File: config.mk
export PLATFORM = sky130hd
export DESIGN_NAME = bet_entry_multi
export DESIGN_NICKNAME = d
export VERILOG_FILES = /design/src/rtl/bet_entry_multi.sv
export SDC_FILE = /design/constraint.sdc
export NUM_CORES = 1
export LEC_CHECK = 0
export CAP_MARGIN = 20
export CORE_ASPECT_RATIO = 1.5
export CORE_MARGIN = 1
export CORE_UTILIZATION = 58
export CTS_CLUSTER_DIAMETER = 200
export CTS_CLUSTER_SIZE = 20
export DETAILED_ROUTE_END_ITERATION = 6
export HOLD_SLACK_MARGIN = 0.1
export MAX_ROUTING_LAYER = met4
export PLACE_DENSITY = 0.8
export SETUP_SLACK_MARGIN = 0.05
export SLEW_MARGIN = 20
export SYNTH_ARGS = -nofsm -noshare
export SYNTH_HDL_FRONTEND = slang
export SYNTH_SLANG_ARGS = --single-unit
File: constraint.sdc
create_clock -name clk -period 6.2 [get_ports clk]
set_clock_uncertainty 0.1 [all_clocks]
set_input_delay 1.24 -clock clk [delete_from_list [all_inputs] [get_ports clk]]
set_output_delay 1.24 -clock clk [all_outputs]
set_load 0.05 [all_outputs]
File: src/rtl/bet_entry_multi.sv
// bet_entry_multi: multi-line bet entry. A line count is scanned first, then
// LINES lines of PICKS ascending numbers, one number per scan strobe. Every
// completed line is stored in a small line buffer. A registered read port
// exposes the stored lines to the draw/compare logic downstream.
module bet_entry_multi #(
   parameter  int NUM_W     = 5,
   parameter  int PICKS     = 4,
   parameter  int MAX_LINES = 4,
   parameter  int MAX_VAL   = 30,
   localparam int LW        = (MAX_LINES > 1) ? $clog2(MAX_LINES) : 1,
   localparam int PW        = (PICKS > 1) ? $clog2(PICKS) : 1,
   localparam int BW        = PICKS * NUM_W
) (
   input  logic              clk,
   input  logic              reset,
   input  logic              SYSRDY,
   input  logic              scan,
   input  logic [NUM_W-1:0]  N_in,
   input  logic [LW-1:0]     rd_line,
   output logic [BW-1:0]     B_bus,
   output logic [BW-1:0]     rd_bet,
   output logic [PW-1:0]     number,
   output logic [LW-1:0]     line_idx,
   output logic [LW:0]       lines_tot,
   output logic              RD_ERR,
   output logic              Set,
   output logic              V,
   output logic              finish
);

   localparam logic [1:0] S_IDLE  = 2'd0;
   localparam logic [1:0] S_LINES = 2'd1;
   localparam logic [1:0] S_PICK  = 2'd2;
   localparam logic [1:0] S_DONE  = 2'd3;

   localparam logic [NUM_W-1:0] MAX_VAL_N   = NUM_W'(MAX_VAL);
   localparam logic [NUM_W-1:0] MAX_LINES_N = NUM_W'(MAX_LINES);
   localparam logic [PW-1:0]    LAST_PICK   = PW'(PICKS - 1);
   localparam logic [PW-1:0]    PICK_ONE    = PW'(1);
   localparam logic [LW-1:0]    LINE_ONE    = LW'(1);
   localparam logic [LW:0]      TOT_ONE     = (LW + 1)'(1);

   logic [1:0]       r_state;
   logic             r_scan_q;
   logic [BW-1:0]    r_buf [MAX_LINES];

   logic             w_scan_ev;
   logic [NUM_W-1:0] w_prev;
   logic [BW-1:0]    w_line_next;
   logic             w_cnt_ok;
   logic             w_pick_ok;
   logic             w_last_pick;
   logic             w_last_line;
   logic             w_store;

   // A held strobe yields exactly one event: only the low-to-high transition counts.
   assign w_scan_ev = scan & ~r_scan_q;

   // Pick-slot decode: previous pick for the ascending check, and the line
   // with the current pick dropped into its slot.
   always_comb begin
      w_prev      = '0;
      w_line_next = B_bus;
      for (int k = 0; k < PICKS; k++) begin
         if (int'(number) == k) begin
            w_line_next[k*NUM_W +: NUM_W] = N_in;
            if (k > 0) begin
               w_prev = B_bus[(k-1)*NUM_W +: NUM_W];
            end
         end
      end
   end

   // Validity of the scanned value as a line count or as the next pick.
   always_comb begin
      w_cnt_ok    = (N_in != '0) && (N_in <= MAX_LINES_N);
      w_pick_ok   = (N_in != '0) && (N_in <= MAX_VAL_N) &&
                    ((number == '0) || (N_in > w_prev));
      w_last_pick = (number == LAST_PICK);
      w_last_line = ({1'b0, line_idx} == (lines_tot - TOT_ONE));
      // SYSRDY low wins over a simultaneous scan, so it gates the store too.
      w_store     = SYSRDY && (r_state == S_PICK) && w_scan_ev &&
                    w_pick_ok && w_last_pick;
   end

   // Scan strobe history for edge detection.
   always_ff @(posedge clk or posedge reset) begin
      if (reset) begin
         r_scan_q <= 1'b0;
      end else begin
         r_scan_q <= scan;
      end
   end

   // Line buffer: a completed line lands at line_idx; contents survive SYSRDY drops.
   always_ff @(posedge clk or posedge reset) begin
      if (reset) begin
         for (int i = 0; i < MAX_LINES; i++) begin
            r_buf[i] <= '0;
         end
      end else if (w_store) begin
         r_buf[line_idx] <= w_line_next;
      end
   end

   // Registered read port; a same-cycle write is not forwarded (old data returned).
   always_ff @(posedge clk or posedge reset) begin
      if (reset) begin
         rd_bet <= '0;
      end else if (int'(rd_line) < MAX_LINES) begin
         rd_bet <= r_buf[rd_line];
      end else begin
         rd_bet <= '0;
      end
   end

   // Entry sequencer: line count, then picks line by line, then hold in DONE.
   always_ff @(posedge clk or posedge reset) begin
      if (reset) begin
         r_state   <= S_IDLE;
         B_bus     <= '0;
         number    <= '0;
         line_idx  <= '0;
         lines_tot <= '0;
         RD_ERR    <= 1'b0;
         Set       <= 1'b0;
         V         <= 1'b0;
         finish    <= 1'b0;
      end else if (!SYSRDY) begin
         // Abandon the bet in progress; IDLE is already in this cleared state.
         r_state   <= S_IDLE;
         B_bus     <= '0;
         number    <= '0;
         line_idx  <= '0;
         lines_tot <= '0;
         RD_ERR    <= 1'b0;
         Set       <= 1'b0;
         V         <= 1'b0;
         finish    <= 1'b0;
      end else begin
         Set <= 1'b0;
         case (r_state)
            S_IDLE: begin
               r_state <= S_LINES;
            end
            S_LINES: begin
               if (w_scan_ev) begin
                  if (w_cnt_ok) begin
                     lines_tot <= (LW + 1)'(N_in);
                     V         <= 1'b1;
                     RD_ERR    <= 1'b0;
                     r_state   <= S_PICK;
                  end else begin
                     RD_ERR <= 1'b1;
                  end
               end
            end
            S_PICK: begin
               if (w_scan_ev) begin
                  if (!w_pick_ok) begin
                     // Slot is left as is so the user simply rescans it.
                     RD_ERR <= 1'b1;
                  end else begin
                     RD_ERR <= 1'b0;
                     if (w_last_pick) begin
                        Set    <= 1'b1;
                        number <= '0;
                        B_bus  <= '0;
                        if (w_last_line) begin
                           finish  <= 1'b1;
                           r_state <= S_DONE;
                        end else begin
                           line_idx <= line_idx + LINE_ONE;
                        end
                     end else begin
                        B_bus  <= w_line_next;
                        number <= number + PICK_ONE;
                     end
                  end
               end
            end
            S_DONE: begin
               // Bet complete: ignore scans until SYSRDY drops or reset.
               r_state <= S_DONE;
            end
            default: begin
               r_state <= S_IDLE;
            end
         endcase
      end
   end

endmodule

==> flow_summary_export.csv <==
group,metric,value,unit
logic_synthesis,postSynthCellCount,452,
grt,grt_max_degree,80,
placement,dp_hpwl,9.422,mm
critical_path,path_cells,"clkdlybuf4s50_1 -> inv_1 -> ha_1 -> and4b_1 -> nand3_1 -> nand3_4 -> nor3_4 -> buf_4 -> mux2_4",
clock_tree,insertion_delay,410,ps
critical_path,startpoint_type,"primary input",
logic_synthesis,yosysMostFrequentCell,"dfrtp_1",
placement,placed_cells,640,
logic_synthesis,synth-main-ff-cell,"dfrtp_1",
grt,grt_pass1_vias,4344,
die,dieHeight,132.6,um
route,drtIter0Drc,231,
sta,fmax,247.2,MHz
sta,worst_pin_slew,987.4,ps
job,max-cap-violations,0,
final_layout,diodes,0,
sta,hold_ws,394.1,ps
logic_synthesis,ys_ff_latch,134,
die,die_area,0.01181,mm^2
sta,period_minus_slack,4046,ps
clock_tree,cts.sinks,134,
die,io_pins,62,
critical_path,cp_num_buf_inv,3,
final_layout,fin_cells,673,
power,power_density,238.5,mW/mm^2
grt,grt_first_pass_wirelength,23.64,mm
sta,setup_tns,0,ps
sta,slew_headroom,34.17,%
grt,grt_overflow,0,
clock_tree,holdBufCountCts,0,
logic_synthesis,synth_edf_count,0,
route,via_per_inst,5.826,
logic_synthesis,synth.distinct_cells,40,
critical_path,r2r-start,"number[0]",
placement,port_buffers,61,
sta,hold_viol,0,
sta,period_share,65.26,%
route,route.vias.total,3921,
final_layout,design_area,0.007774,mm^2
route,firstDrtPassIters,4,
die,std_cell_rows,47,
logic_synthesis,yosysSeqAreaShare,50.84,%
grt,track_usage,28.20,%
final_layout,nNetsFinal,538,
placement,place_area,0.007236,mm^2
sta,slew_violations,0,
critical_path,crit_path_end_kind,"register",
clock_tree,htree_levels,4,
logic_synthesis,ys_top_cells_by_area,"dfrtp_1 (51%), mux2_4 (18%), mux4_2 (6.8%)",
clock_tree,cts_root_buffer,"clkbuf_16",
clock_tree,path_clk_slew,60,ps
route,drc,0,
final_layout,fillers,804,
route,wl_per_cell,21.33,um
sta,setup-violations-final,0,
critical_path,path_delay_family,"simple AND/OR/NAND/NOR gates",
logic_synthesis,synth_commonest_cells,"dfrtp_1 (134), mux2_4 (80), nand2_1 (47)",
die,core,0.01106,mm^2
worst_hold_path,hp-class,"reg -> reg",
critical_path,worstSetupPathType,"in -> reg",
route,final_antenna_net_count,0,
clock_tree,post_cts_resized,0,
critical_path,crit_path_max_incr_delay,710,ps
critical_path,critical_path_required,6390,ps
logic_synthesis,ys_warn_count,0,
grt,antenna_found_initial,0,
power,p_leak,3.609,nW
critical_path,cpMaxStageDelayCell,"nor3_4",
die,dieWidth,89.07,um
die,initial_utilization,59.65,%
logic_synthesis,syn_area,0.006595,mm^2
worst_hold_path,min_from,"V",
clock_tree,cts_setup_buffers,0,
power,ir_worst_vdd,0.1924,mV
final_layout,drive_above_1_share,31.94,%
logic_synthesis,synth.avg_cell_area,14.59,um^2
placement,gp_congestion,0.8751,
clock_tree,cts_buffer_depth,2,
critical_path,cp-startpoint,"N_in[0]",
logic_synthesis,yosys.area.top_type,"dfrtp_1",
logic_synthesis,synthArstFlopShare,100.0,%
clock_tree,cts_tree,"built",
clock_tree,numCtsBuffers,17,
critical_path,path_max_fanout,11,
critical_path,crit_arrival,4230,ps
sta,rsz0062_at_grt,"false",
logic_synthesis,synth_top_area_share,50.84,%
final_layout,synthToLayoutAreaGrowth,17.87,%
route,wl,14.35,mm
outcome,status,"complete, no violations",
logic_synthesis,syn_nets,477,
power breakdown:
| part | leakage, nW | internal [mW] | switching [mW] | total [mW] |
|---|---|---|---|---|
| Sequential | 1.87 | 0.877 | 0.00182 | 0.878 |
| Clock | 0.262 | 0.546 | 0.361 | 0.907 |
| Combinational | 1.48 | 0.0210 | 0.0471 | 0.0681 |
| Total | 3.61 | 1.44 | 0.410 | 1.85 |
routing by layer:
metal	global-route usage, %	wire (um)	up-vias
met5	-	0	-
li1	-	-	1734
met1	35.54	5998	2046
met4	11.55	387	0
met2	44.10	7489	105
met3	6.114	477	36
cell families (layout without fill, tap and decap cells):
family | count (synthesis) | count (layout) | synth area share, %
AO/OA/AOI/OAI | 24 | 24 | 2.163
XOR/XNOR | 3 | 3 | 0.3985
adder cells (fa/ha/maj) | 14 | 14 | 2.656
buffers and inverters | 36 | 110 | 3.908
flip-flops | 134 | 134 | 50.84
multiplexers | 142 | 142 | 31.80
AND/OR/NAND/NOR | 99 | 99 | 8.234
layout by cell type, fill, tap and decap left out, types with 12 or more instances in the layout:
| cell | instances |
|---|---|
| ha_1 | 14 |
| clkdlybuf4s50_1 | 60 |
| mux2_2 | 20 |
| mux4_2 | 20 |
| clkbuf_16 | 17 |
| dfrtp_1 | 134 |
| nor2_1 | 12 |
| mux2_4 | 80 |
| mux2i_1 | 22 |
| nand2_1 | 47 |
stage by stage:
stage / util (%) / power [mW] / setup WS, ps
finish: 70.31 / 1.854 / 2154
global route: 70.31 / 1.912 / 1845
CTS: 70.20 / 1.865 / 2153
detailed placement: 65.45 / 0.9622 / 1761
global placement: 65.45 / 0.9610 / 1879
floorplan: - / 0.9367 / 1277
final timing paths:
check / endpoint / cells past startpoint / slack (ps)
setup / recovery: r_buf[79] / 9 / 2150
hold / removal: V / 1 / 390
setup reg to reg: r_buf[79] / 12 / 2200
hold reg to reg: V / 1 / 390
max in group asynchronous: r_buf[46] / 3 / 3950
min in group asynchronous: rd_bet[19] / 2 / 930
final cells by class:
cell class	instances	area [um^2]	share of cell area, %
Clock buffer	22	444.2	5.714
Clock inverter	10	81.33	1.046
Inverter	10	40.04	0.5150
Multi-Input combinational cell	282	3005	38.66
Sequential cell	134	3353	43.14
Tap cell	147	183.9	2.366
Timing Repair Buffer	68	665.6	8.563
sequential cells by signal, summed over array words and instances (netlist names):
name / cells
RD_ERR: 1
number: 2
line_idx: 2
B_bus: 20
lines_tot: 3
V: 1
r_scan_q: 1
Set: 1
r_buf: 80
r_state: 2
rd_bet: 20
finish: 1
(Power assumes the default switching activity.)
